### src/rtl/lc3b_types.sv
// Shared types for the LC-3b branch predictor.
//   lc3b_word        : 16-bit machine word / PC
//   lc3b_bp_counter  : 2-bit saturating direction counter
//   lc3b_btb_entry   : one BTB line (valid, zero-extended tag, target, counter)
//   BP_COUNTER_INIT  : counter value after reset / on a lookup miss (weakly not-taken)
package lc3b_types;

    typedef logic [15:0] lc3b_word;
    typedef logic [1:0]  lc3b_bp_counter;

    localparam lc3b_bp_counter BP_COUNTER_INIT = 2'b01;

    // Tag is stored zero-extended to a full word so the struct is independent
    // of the table size chosen by the instantiating module.
    typedef struct packed {
        logic           valid;
        lc3b_word       tag;
        lc3b_word       target;
        lc3b_bp_counter counter;
    } lc3b_btb_entry;

endpackage

### src/rtl/bp_counter.sv
// 2-bit saturating counter next-state logic.
//   current : present counter value
//   taken   : resolved branch direction
//   next    : counter value after applying the outcome (saturates at 00 / 11)
module bp_counter
    import lc3b_types::*;
(
    input  lc3b_bp_counter current,
    input  logic           taken,
    output lc3b_bp_counter next
);

    always_comb begin
        next = current;
        if (taken) begin
            if (current != 2'b11) next = current + 2'b01;
        end else begin
            if (current != 2'b00) next = current - 2'b01;
        end
    end

endmodule

### src/rtl/branch_predictor.sv
// Direct-mapped BTB with 2-bit direction counters and a 2-bit global history.
// Optional macro: BRANCH_PREDICTOR_GSHARE_EN -- XORs the history into the low
// two index bits (fetch uses the live BHR, update uses upd_bhr).
// Ports:
//   clk, reset_n (async, active-low)
//   fetch_pc   : fetch PC, looked up combinationally
//   branch     : {counter[20:19], bhr[18:17], target[16:1], hit[0]}
//   upd_valid/upd_pc/upd_taken/upd_target/upd_bhr/upd_pred : resolved branch
//   mispredict : registered mispredict flag for the previous cycle's update
module branch_predictor
    import lc3b_types::*;
#(
    parameter int unsigned INDEX_BITS = 3
) (
    input  logic        clk,
    input  logic        reset_n,
    input  lc3b_word    fetch_pc,
    output logic [20:0] branch,
    input  logic        upd_valid,
    input  lc3b_word    upd_pc,
    input  logic        upd_taken,
    input  lc3b_word    upd_target,
    input  logic [1:0]  upd_bhr,
    input  logic [20:0] upd_pred,
    output logic        mispredict
);

    localparam int unsigned ENTRIES = 1 << INDEX_BITS;

    lc3b_btb_entry r_table [ENTRIES];
    logic [1:0]    r_bhr;
    logic          r_mispredict;

    logic [INDEX_BITS-1:0] w_fidx;
    logic [INDEX_BITS-1:0] w_uidx;
    lc3b_word              w_ftag;
    lc3b_word              w_utag;
    lc3b_btb_entry         w_fent;
    lc3b_btb_entry         w_uent;
    logic                  w_fhit;
    logic                  w_uhit;
    lc3b_bp_counter        w_unext;
    logic                  w_pred_taken;
    logic                  w_mispredict;
    logic                  w_unused;

`ifdef BRANCH_PREDICTOR_GSHARE_EN
    assign w_fidx = fetch_pc[INDEX_BITS:1] ^ INDEX_BITS'(r_bhr);
    assign w_uidx = upd_pc[INDEX_BITS:1]   ^ INDEX_BITS'(upd_bhr);
`else
    assign w_fidx = fetch_pc[INDEX_BITS:1];
    assign w_uidx = upd_pc[INDEX_BITS:1];
`endif

    assign w_ftag = lc3b_word'(fetch_pc >> (INDEX_BITS + 1));
    assign w_utag = lc3b_word'(upd_pc   >> (INDEX_BITS + 1));

    assign w_fent = r_table[w_fidx];
    assign w_uent = r_table[w_uidx];
    assign w_fhit = w_fent.valid && (w_fent.tag == w_ftag);
    assign w_uhit = w_uent.valid && (w_uent.tag == w_utag);

    // Lookup reads registered state only, so a same-cycle update to the
    // same entry is seen on the following cycle.
    always_comb begin
        branch        = '0;
        branch[20:19] = w_fhit ? w_fent.counter : BP_COUNTER_INIT;
        branch[18:17] = r_bhr;
        branch[16:1]  = w_fhit ? w_fent.target : '0;
        branch[0]     = w_fhit;
    end

    bp_counter u_counter (
        .current (w_uent.counter),
        .taken   (upd_taken),
        .next    (w_unext)
    );

    assign w_pred_taken = upd_pred[0] & upd_pred[20];
    assign w_mispredict = upd_valid &
                          ((w_pred_taken ^ upd_taken) |
                           (w_pred_taken & (upd_pred[16:1] != upd_target)));

    // Bits only consumed in some build configurations.
    assign w_unused = ^{upd_pred[18:17], upd_bhr};

    always_ff @(posedge clk or negedge reset_n) begin
        if (!reset_n) begin
            for (int unsigned i = 0; i < ENTRIES; i++) begin
                r_table[i].valid   <= 1'b0;
                r_table[i].tag     <= '0;
                r_table[i].target  <= '0;
                r_table[i].counter <= BP_COUNTER_INIT;
            end
            r_bhr        <= 2'b00;
            r_mispredict <= 1'b0;
        end else begin
            r_mispredict <= w_mispredict;
            if (upd_valid) begin
                r_bhr <= {r_bhr[0], upd_taken};
                if (w_uhit) begin
                    r_table[w_uidx].counter <= w_unext;
                    if (upd_taken) r_table[w_uidx].target <= upd_target;
                end else if (upd_taken) begin
                    r_table[w_uidx].valid   <= 1'b1;
                    r_table[w_uidx].tag     <= w_utag;
                    r_table[w_uidx].target  <= upd_target;
                    r_table[w_uidx].counter <= 2'b10;
                end
            end
        end
    end

    assign mispredict = r_mispredict;

endmodule

### config.mk
export PLATFORM = sky130hd
export DESIGN_NAME = branch_predictor
export DESIGN_NICKNAME = d
export VERILOG_FILES = /design/src/rtl/lc3b_types.sv /design/src/rtl/bp_counter.sv /design/src/rtl/branch_predictor.sv
export SDC_FILE = /design/constraint.sdc
export NUM_CORES = 1
export LEC_CHECK = 0
export BUFFER_PORTS_ARGS = -buffer_cell sky130_fd_sc_hd__clkbuf_2
export CAP_MARGIN = 20
export CORE_MARGIN = 2
export CORE_UTILIZATION = 35
export CTS_BUF_LIST = sky130_fd_sc_hd__clkbuf_8
export DETAILED_ROUTE_END_ITERATION = 8
export SKIP_CTS_REPAIR_TIMING = 1
export SYNTH_ARGS = -nofsm -noshare
export SYNTH_HDL_FRONTEND = slang
export SYNTH_SLANG_ARGS = --single-unit
### constraint.sdc
create_clock -name clk -period 6.8 [get_ports clk]
set_clock_uncertainty 0.1 [all_clocks]
set_input_delay 0.68 -clock clk [delete_from_list [all_inputs] [get_ports clk]]
set_output_delay 0.68 -clock clk [all_outputs]
set_load 0.05 [all_outputs]
==> results of run 1 <==
-- power by group --
group          leakage [nW]  internal [W]  total [W]  switching [W]
combinational          2.72      0.000525   0.000856       0.000331
sequential             3.02       0.00182    0.00200       0.000182
clock                 0.508      0.000725    0.00135       0.000624
total                  6.25       0.00307    0.00420        0.00114
-- stage by stage --
| stage | worst slack, ns | hold slack [ns] | util, % | instance area, sq um | total power, W |
|---|---|---|---|---|---|
| floorplan | 2.386 | 0.2844 | - | 12840 | 0.002648 |
| CTS | 1.908 | 0.07718 | 40.15 | 14590 | 0.004266 |
| global route | 1.694 | 0.1074 | 40.15 | 14590 | 0.004435 |
| finish | 2.010 | 0.03494 | 40.16 | 14600 | 0.004203 |
| global placement | 1.881 | 0.3629 | 37.79 | 13740 | 0.002858 |
| detailed placement | 1.847 | 0.3676 | 37.79 | 13740 | 0.002890 |
-- synthesized netlist by cell type, drive strengths merged (2+ instances only) --
library cell	count	share of area, %
inv	10	0.29
dfrtp	243	47
a22oi	13	0.76
a21oi	4	0.16
or2	10	0.49
xnor2	24	1.6
nand2b	3	0.15
nand2	9	0.26
maj3	2	0.16
and2	2	0.097
o211ai	2	0.12
nand3	3	0.12
nor3	9	0.35
nor2	30	0.88
nor2b	5	0.24
buf	40	1.7
and3	3	0.15
o21ai	12	0.47
nor4	3	0.19
o2111ai	2	0.14
clkbuf	42	1.2
a32o	8	0.62
dfstp	8	1.6
nand4	7	0.34
xor2	15	1.0
mux4	85	15
mux2	226	20
or3	2	0.097
mux2i	51	4.0
-- kinds of logic (layout without fill, tap and decap cells) --
family | after synthesis | after routing
flops | 251 | 251
other cells | 0 | 1
simple gates | 89 | 89
fa+ha+maj | 2 | 2
xor+xnor | 39 | 39
buf+inv | 93 | 201
mux | 362 | 362
compound gates | 45 | 45
-- worst min-delay path by stage --
stage / to / slack (ns) / cells after the start
after global routing: r_table[90] / 0.11 / 1
after global placement: r_table[69] / 0.36 / 1
after CTS: r_table[265] / 0.08 / 1
after floorplan: mispredict / 0.28 / 0
final: r_table[165] / 0.03 / 1
after detailed placement: r_table[69] / 0.37 / 1
-- area by class of cell --
class / instances / area [sq um]
multi-input combinational: 537 / 6180
sequential: 251 / 6291
timing repair buffer: 111 / 638.1
clock inverter: 24 / 101.3
clock buffer: 55 / 757.0
tap: 468 / 585.6
inverter: 11 / 41.29
antenna: 1 / 2.502
fill: 3452 / 21750
-- routing by layer --
metal | up-vias | track usage (%) | wire, microns
li1 | 3446 | - | -
met1 | 4128 | 23.22 | 14300
met2 | 167 | 26.68 | 15010
met3 | 44 | 3.368 | 1517
met4 | 0 | 5.541 | 596
met5 | - | 0 | 0
-- sequential cells by signal, indices dropped and copies added, names as in the netlist --
register and flops:
r_bhr 2, mispredict 1, r_table 248
==> run metrics, run 1 <==
clk_lat worst skew=0.59 ns; maxcap violations=0; Max VDD drop=0.1528 mV; CTS H-Tree Depth=2; DR vias=7785; root buf cell=clkbuf_8; routability cong.=0.7312; I/O pins=97; syn nets=956; die footprint=0.03823 sq mm; DR iter-0 viols=443; Relative slew margins=23.91%; most frequent cells in the layout=dfrtp_1 (243), mux2_2 (226), clkbuf_2 (86); CTS clk-pin slew, worst paths=0.06 ns; area added between synthesis and finish=13.68%; Synth Cell Area=0.01284 sq mm; Critical Path Start=fetch_pc[1]; Post-Synth XOR/XNOR Area=2.660%; Worst R2R Start=r_table[28]; simple-gate share of the synthesized area=3.606%; # clock sinks=251; # setup viols final=0; final antenna-violating net count=0; cell mode on critical path=buf_4; synthesized instance count=881; Remaining DRCs=0; fin crit share=70.44%; slowest stage cell, crit path=buf_4; GRT Overall Usage=16.83%; Worst Tran Pin Value=1.141 ns; Synth warnings=0; Placed Cells=1378; Starting Density=35.33%; FFs w/ async S/R, synth=100.0%; CP max stage delay=0.60 ns; register area share after synthesis=49.00%; drt first pass iters=4; Max Transition Viols Final=0; crit-path cells=buf_4, buf_4, mux4_2, mux2i_1, xor2_1, nand4_1, nand4b_1, buf_4, a211o_1, clkbuf_2; Core ar.=0.03635 sq mm; Worst Setup Path Type=input port to output pin; Post-synth EDFFs=0; status=finished, final reports clean; vias in the first global route=8017; Post-Syn Area per Cell=14.57 sq um; Finished Layout Cells=1458; grt ovf=0; RSZ-0062 raised after global routing=no; first-pass GRT wire length=48370 microns; mux share of post-synthesis cell area=38.85%; reg-to-reg endpoint=r_table[272]; Yosys cell types=43; CP Data Required Time=6.02 ns; initial antenna violation count=0; CP delay by family, top=buffers and inverters; share of layout cells above drive strength 1=51.06%; CTS tree=built; Compound-Gate Fraction of Synth Area=2.524%; CP Depth=10; R2R Setup Slk=3.03 ns; final-stage net count=1032; adder-cell area share of the yosys netlist=0.1559%; Post-Route WL=31430 microns; dominant register cell in the synthesized netlist=dfrtp_1; CP bufs+invs=4; P_leak=6.245 nW; Worst R2R Path Depth=8; Arr. time, crit path=4.01 ns; minimum clock period after layout=4.790 ns; TNS Setup=0 ns; Yosys reg bits=251; Hold Vio Cnt, Final=0; DR WL/cell=21.56 microns; worst min-delay path class=input port to asynchronous set/reset pin; CTS Buf Count=45; crit start category=input port; Std-Cell Rows=70; Die Ht=195.5 microns; CP Capture Type=output pin; Avg Vias per Cell=5.340; crit path capture=branch[19]; number of port buffers=89; largest family of logic cells by synthesized area=multiplexers; hpwl dp=18830 microns; Max Fclk=0.2088 GHz; P per Cell Area=287.9 mW/mm^2; Die Span X=195.5 microns; largest net degree at the start of global routing=145; commonest non-fill, non-tap cell in the layout=dfrtp_1; Clock Tree Buf Depth=3; largest fanout on the critical path=36
Note: power is estimated with default switching activity, not from simulation.
==> inputs of run 2 (changes only) <==
- ABC_AREA: default -> 1
- clock period: 6.8 -> 3.9 ns (I/O delays scaled with it)
==> run metrics, run 2 <==
status=complete, but fails checks (was finished, final reports clean); failing checks=negative hold slack; most frequent cells in the layout=nand2_1 (465), o21ai_0 (338), dfrtp_1 (243) (was dfrtp_1 (243), mux2_2 (226), clkbuf_2 (86)); P_leak=7.424 nW (was 6.245 nW); minimum clock period after layout=3.596 ns; die footprint=0.03966 sq mm (was 0.03823 sq mm); fin crit share=92.20%; hpwl dp=23900 microns (was 18830 microns); RSZ-0062 raised after global routing=no (unchanged); Relative slew margins=33.02% (was 23.91%); Area contributors post-synth=dfrtp_1 (46%), nand2_1 (13%), o21ai_0 (13%) (was dfrtp_1 (47%), mux2_2 (20%), mux4_2 (14%)); Starting Density=35.47% (was 35.33%); clk_lat worst skew=0.60 ns (was 0.59 ns); Post-Syn Area per Cell=7.548 sq um (was 14.57 sq um); area added between synthesis and finish=15.77% (was 13.68%); CTS H-Tree Depth=2 (unchanged); P per Cell Area=471.0 mW/mm^2 (was 287.9 mW/mm^2); TNS Setup=0 ns (unchanged); largest net degree at the start of global routing=144 (was 145); Fin Hold WS=-0.006998 ns (was 0.03494 ns); Die Span X=199.2 microns (was 195.5 microns); Remaining DRCs=0 (unchanged); Worst Setup Path Type=input port to output pin (unchanged); Yosys reg bits=251 (unchanged); DR vias=11880 (was 7785); synthesized instance count=1766 (was 881); CP Capture Type=output pin (unchanged); DR WL/cell=16.40 microns (was 21.56 microns); number of port buffers=89 (unchanged); worst min-delay path class=input port to flip-flop (was input port to asynchronous set/reset pin); final antenna-violating net count=0 (unchanged); Post-synth top cells=nand2_1 (465), o21ai_0 (339), dfrtp_1 (243), inv_1 (181), nor2_1 (109) (was dfrtp_1 (243), mux2_2 (226), mux4_2 (80), mux2i_1 (51), clkbuf_1 (42)); CP Data Required Time=3.41 ns (was 6.02 ns); grt ovf=0 (unchanged); register area share after synthesis=47.19% (was 49.00%); Std-Cell Rows=71 (was 70); syn nets=1841 (was 956); FFs w/ async S/R, synth=100.0% (unchanged); Avg Vias per Cell=4.996 (was 5.340); largest fanout on the critical path=143 (was 36); Die Ht=199.2 microns (was 195.5 microns); Worst Tran Pin Value=1.004 ns (was 1.141 ns); commonest non-fill, non-tap cell in the layout=nand2_1 (was dfrtp_1); CTS Buf Count=45 (unchanged); top-area cell type share of the netlist area=45.62% (was 47.36%); DR iter-0 viols=920 (was 443); Arr. time, crit path=3.11 ns (was 4.01 ns); Clock Tree Buf Depth=3 (unchanged); # clock sinks=251 (unchanged); drt first pass iters=5 (was 4); Max VDD drop=0.2337 mV (was 0.1528 mV); Hold Vio Cnt, Final=2 (was 0); Placed Cells=2280 (was 1378); first-pass GRT wire length=61890 microns (was 48370 microns); Yosys cell types=39 (was 43); I/O pins=97 (unchanged); CTS tree=built (unchanged); max FFs per register=248 (unchanged); Core ar.=0.03758 sq mm (was 0.03635 sq mm); Finished Layout Cells=2377 (was 1458); initial antenna violation count=0 (unchanged); crit start category=input port (unchanged); Max Fclk=0.2781 GHz; most common cell in the synthesized netlist=nand2_1 (was dfrtp_1); root buf cell=clkbuf_8 (unchanged); Post-synth EDFFs=0 (unchanged); Inserted Diodes=0 (was 1); Synth warnings=0 (unchanged); Max Transition Viols Final=0 (unchanged); leading area contributor after synthesis=dfrtp_1 (unchanged); CTS clk-pin slew, worst paths=0.06 ns (about the same); Synth Cell Area=0.01333 sq mm (was 0.01284 sq mm); vias in the first global route=11230 (was 8017); routability cong.=0.8616 (was 0.7312); dominant register cell in the synthesized netlist=dfrtp_1 (unchanged); GRT Overall Usage=20.08% (was 16.83%); share of layout cells above drive strength 1=12.22% (was 51.06%); largest reg by FF count=r_table (unchanged); final-stage net count=1905 (was 1032); # setup viols final=0 (unchanged); Post-Route WL=38990 microns (was 31430 microns); maxcap violations=0 (unchanged)
[run 2: cell count changes in the layout (fill, tap and decap cells not counted), sizes merged, moves of 86 or more]
cell / before / now
mux2: 226 / 0
nand2: 9 / 475
nor2: 30 / 116
nand3: 3 / 90
o21ai: 12 / 355
a21oi: 4 / 102
inv: 31 / 196
[run 2: critical path, cell delays in order]
cell and delay, ns:
buf_4 0.29, buf_12 0.45, o21ai_0 0.17, a21oi_1 0.14, a21oi_1 0.05, o21ai_0 0.26, nand4_1 0.19, nor2_1 0.28
nand2_2 0.34, nor2_1 0.32, buf_12 0.18
[run 2: cells by family after synthesis]
group / synth area share, %
AOI/OAI and AO/OA: 20.01
and+or+nand+nor: 22.10
buffers and inverters: 9.705
xor gates and xnor gates: 0.9856
DFF: 47.19
[run 2: path summary, 6_finish.rpt]
path	start	endpoint	slack (ns)	cells after the start
worst max-delay path	fetch_pc[1]	branch[12]	0.30	11
worst min-delay path	upd_target[13]	r_table[15]	-0.007	3
worst max register to register	r_table[124]	r_table[176]	1.45	14
worst min register to register	r_table[279]	r_table[279]	0.36	2
max in group asynchronous	reset_n	r_table[245]	2.45	3
min in group asynchronous	reset_n	r_table[185]	0.29	2
[run 2: area by class of cell]
| class | instances | area, sq um |
|---|---|---|
| well taps | 511 | 639.4 |
| multi-input cells | 1223 | 5758 |
| fillers | 3847 | 22150 |
| inverters | 186 | 700.7 |
| clock inverters | 25 | 146.4 |
| repair buffers | 123 | 1099 |
| flip-flops and latches | 251 | 6291 |
| clock buffers | 58 | 798.3 |
[run 2: where the power goes]
part	total (W)	switching, W	internal, W
logic	0.00132	0.000829	0.000487
registers	0.00339	0.000269	0.00312
clock network	0.00256	0.00116	0.00141
total	0.00727	0.00225	0.00501
[run 2: stage by stage]
stage	instance area, sq um	utilization (%)	worst slack (ns)	hold slack [ns]	total power, W
floorplan	13330	-	0.9210	-0.005591	0.004314
global placement	14300	38.06	0.3227	0.3504	0.004681
detailed placement	14300	38.06	0.2801	0.3494	0.004728
CTS	15250	40.58	0.1557	-0.2991	0.007330
global route	15430	41.07	0.06968	0.003490	0.007738
finish	15430	41.07	0.3044	-0.006998	0.007268
[run 2: per-layer routing]
| metal | vias up | share of wire [%] | track usage (%) |
|---|---|---|---|
| met5 | - | 0 | 0 |
| met4 | 0 | 3.0 | 7.711 |
| met3 | 86 | 6.2 | 3.089 |
| met2 | 358 | 46 | 32.44 |
| met1 | 5549 | 45 | 27.11 |
| li1 | 5883 | - | - |
==> inputs of run 3 (changes only) <==
- BUFFER_PORTS_ARGS: -buffer_cell sky130_fd_sc_hd__clkbuf_2 -> -buffer_cell sky130_fd_sc_hd__buf_2
- clock period: 3.9 -> 4.2 ns (I/O delays scaled with it)
==> run metrics, run 3 (synthesized netlist as in run 2, its figures left out) <==
P_leak=7.346 nW (was 7.424 nW); Std-Cell Rows=71 (unchanged); hold path start=upd_target[10] (was upd_target[13]); CP Capture Type=output pin (unchanged); Util after Layout=40.06% (was 41.07%); GRT Overall Usage=20.09% (was 20.08%); initial antenna violation count=0 (unchanged); drt first pass iters=5 (unchanged); design area=0.01505 sq mm (was 0.01543 sq mm); CP Data Required Time=3.68 ns (was 3.41 ns); Starting Density=35.47% (unchanged); Relative slew margins=27.53% (was 33.02%); max FFs per register=248 (unchanged); number of port buffers=89 (unchanged); setup slack after layout=0.2619 ns (was 0.3044 ns); CTS H-Tree Depth=2 (unchanged); CP delay by family, top=buffers and inverters (was simple AND/OR/NAND/NOR gates); DR vias=11820 (was 11880); area added between synthesis and finish=12.92% (was 15.77%); Finished Layout Cells=2373 (was 2377); Post-Route WL=38830 microns (was 38990 microns); Hold Vio Cnt, Final=2 (unchanged); most frequent cells in the layout=nand2_1 (465), o21ai_0 (339), dfrtp_1 (243) (was nand2_1 (465), o21ai_0 (338), dfrtp_1 (243)); failing checks=negative hold slack (unchanged); CTS clk-pin slew, worst paths=0.06 ns (about the same); Core ar.=0.03758 sq mm (unchanged); final antenna-violating net count=0 (unchanged); maxcap violations=0 (unchanged); Worst Tran Pin Value=1.086 ns (was 1.004 ns); pre-CTS setup slack=0.2882 ns (was 0.2801 ns); final-stage net count=1902 (was 1905); Inserted Diodes=0 (unchanged); Clock Tree Buf Depth=3 (unchanged); minimum clock period after layout=3.938 ns; routability cong.=0.8080 (was 0.8616); Avg Vias per Cell=4.981 (was 4.996); largest reg by FF count=r_table (unchanged); hpwl dp=23550 microns (was 23900 microns); CTS Buf Count=47 (was 45); first-pass GRT wire length=61800 microns (was 61890 microns); root buf cell=clkbuf_8 (unchanged); CP bufs+invs=3 (unchanged); largest fanout on the critical path=109 (was 143); Most Crowded Layer GR=met2 (unchanged); Arr. time, crit path=3.42 ns (was 3.11 ns); fin crit share=93.76%; worst min-delay path class=input port to flip-flop (unchanged); largest net degree at the start of global routing=113 (was 144); share of layout cells above drive strength 1=11.55% (was 12.22%); RSZ-0062 raised after global routing=no (unchanged); Max Fclk=0.2539 GHz; Die Ht=199.2 microns (unchanged); Die Span X=199.2 microns (unchanged); Max VDD drop=0.3141 mV (was 0.2337 mV); die footprint=0.03966 sq mm (unchanged); DR WL/cell=16.36 microns (was 16.40 microns); Placed Cells=2279 (was 2280); CP max stage delay=0.84 ns (was 0.45 ns); clk_lat worst skew=0.61 ns (was 0.60 ns); Max Transition Viols Final=0 (unchanged); grt ovf=0 (unchanged); vias in the first global route=11160 (was 11230); slowest stage cell, crit path=buf_4 (was buf_12); Worst Setup Path Type=input port to output pin (unchanged); status=complete, but fails checks (unchanged); # setup viols final=0 (unchanged); Fin Hold WS=-0.03001 ns (was -0.006998 ns); P per Cell Area=444.2 mW/mm^2 (was 471.0 mW/mm^2); TNS Setup=0 ns (unchanged); met1 Track Usage GR=27.36% (was 27.11%); I/O pins=97 (unchanged); met3 Resource Use GR=3.021% (was 3.089%); # clock sinks=251 (unchanged); Worst R2R Start=r_table[96] (was r_table[124]); Critical Path Start=fetch_pc[1] (unchanged); DR iter-0 viols=943 (was 920); commonest non-fill, non-tap cell in the layout=nand2_1 (unchanged); grt met2 use=32.34% (was 32.44%); crit-path cells=buf_4, buf_4, a21oi_1, o21ai_0, nand3_1, o21ai_0, nand4_1, nor2_1, nand2_2, nor2_1, buf_2 (was buf_4, buf_12, o21ai_0, a21oi_1, a21oi_1, o21ai_0, nand4_1, nor2_1, nand2_2, nor2_1, buf_12); placement-stage cell area=0.01401 sq mm (was 0.01430 sq mm); crit start category=input port (unchanged); Remaining DRCs=0 (unchanged); CTS tree=built (unchanged)
-- run 3: changes by cell type in the layout (fill, tap and decap cells not counted), sizes merged --
cell and delta:
buf +68, bufinv +1, clkbuf -75, clkinv -7
clkinvlp -2, dlygate4sd3 -3, inv +14
-- run 3: worst register-to-register path, cell delays in order (launching register included) --
cell     delay, ns
dfrtp_1       0.38
inv_1         0.07
nand2_1       0.05
nand3_1       0.10
nand2_1       0.08
o21ai_0       0.17
nand2_1       0.07
nor2_1        0.20
nand2_1       0.13
nor2_4        0.24
nand3_1       0.12
nand2_2       0.33
nand2_1       0.13
nand2_1       0.09
nand2_1       0.05
-- run 3: final timing paths --
kind / end / slack, ns / depth (start not counted)
max: branch[13] / 0.26 / 11
min: r_table[12] / -0.03 / 3
max reg2reg: r_table[141] / 1.77 / 14
min reg2reg: r_table[279] / 0.36 / 2
max in group asynchronous: r_table[119] / 2.75 / 3
min in group asynchronous: r_table[169] / 0.39 / 2
-- run 3: where the power goes --
group	internal [W]	leakage [nW]	total (W)	switching, W
combinational	0.000445	3.71	0.00121	0.000768
sequential	0.00290	3.08	0.00314	0.000246
clock	0.00128	0.555	0.00233	0.00105
-- run 3: layer usage --
| layer | up-vias | routed length, microns |
|---|---|---|
| li1 | 5873 | - |
| met5 | - | 0 |
| met2 | 281 | 18130 |
| met1 | 5592 | 17680 |
| met4 | 0 | 1164 |
| met3 | 75 | 1853 |
-- run 3: cell type report --
type | count | area (sq um)
clock buffers | 53 | 729.5
fillers | 3906 | 22530
flip-flops and latches | 251 | 6291
repair buffers | 118 | 748.2
clock inverters | 31 | 185.2
inverters | 186 | 700.7
well taps | 511 | 639.4
multi-input cells | 1223 | 5758
-- run 3: through the flow --
step                      hold WS (ns)  total power, W
after floorplan                0.02441        0.004005
after global placement          0.3423        0.004340
after detailed placement        0.3449        0.004383
after CTS                      -0.1693        0.006751
after global routing         0.0001522        0.007141
final                         -0.03001        0.006686
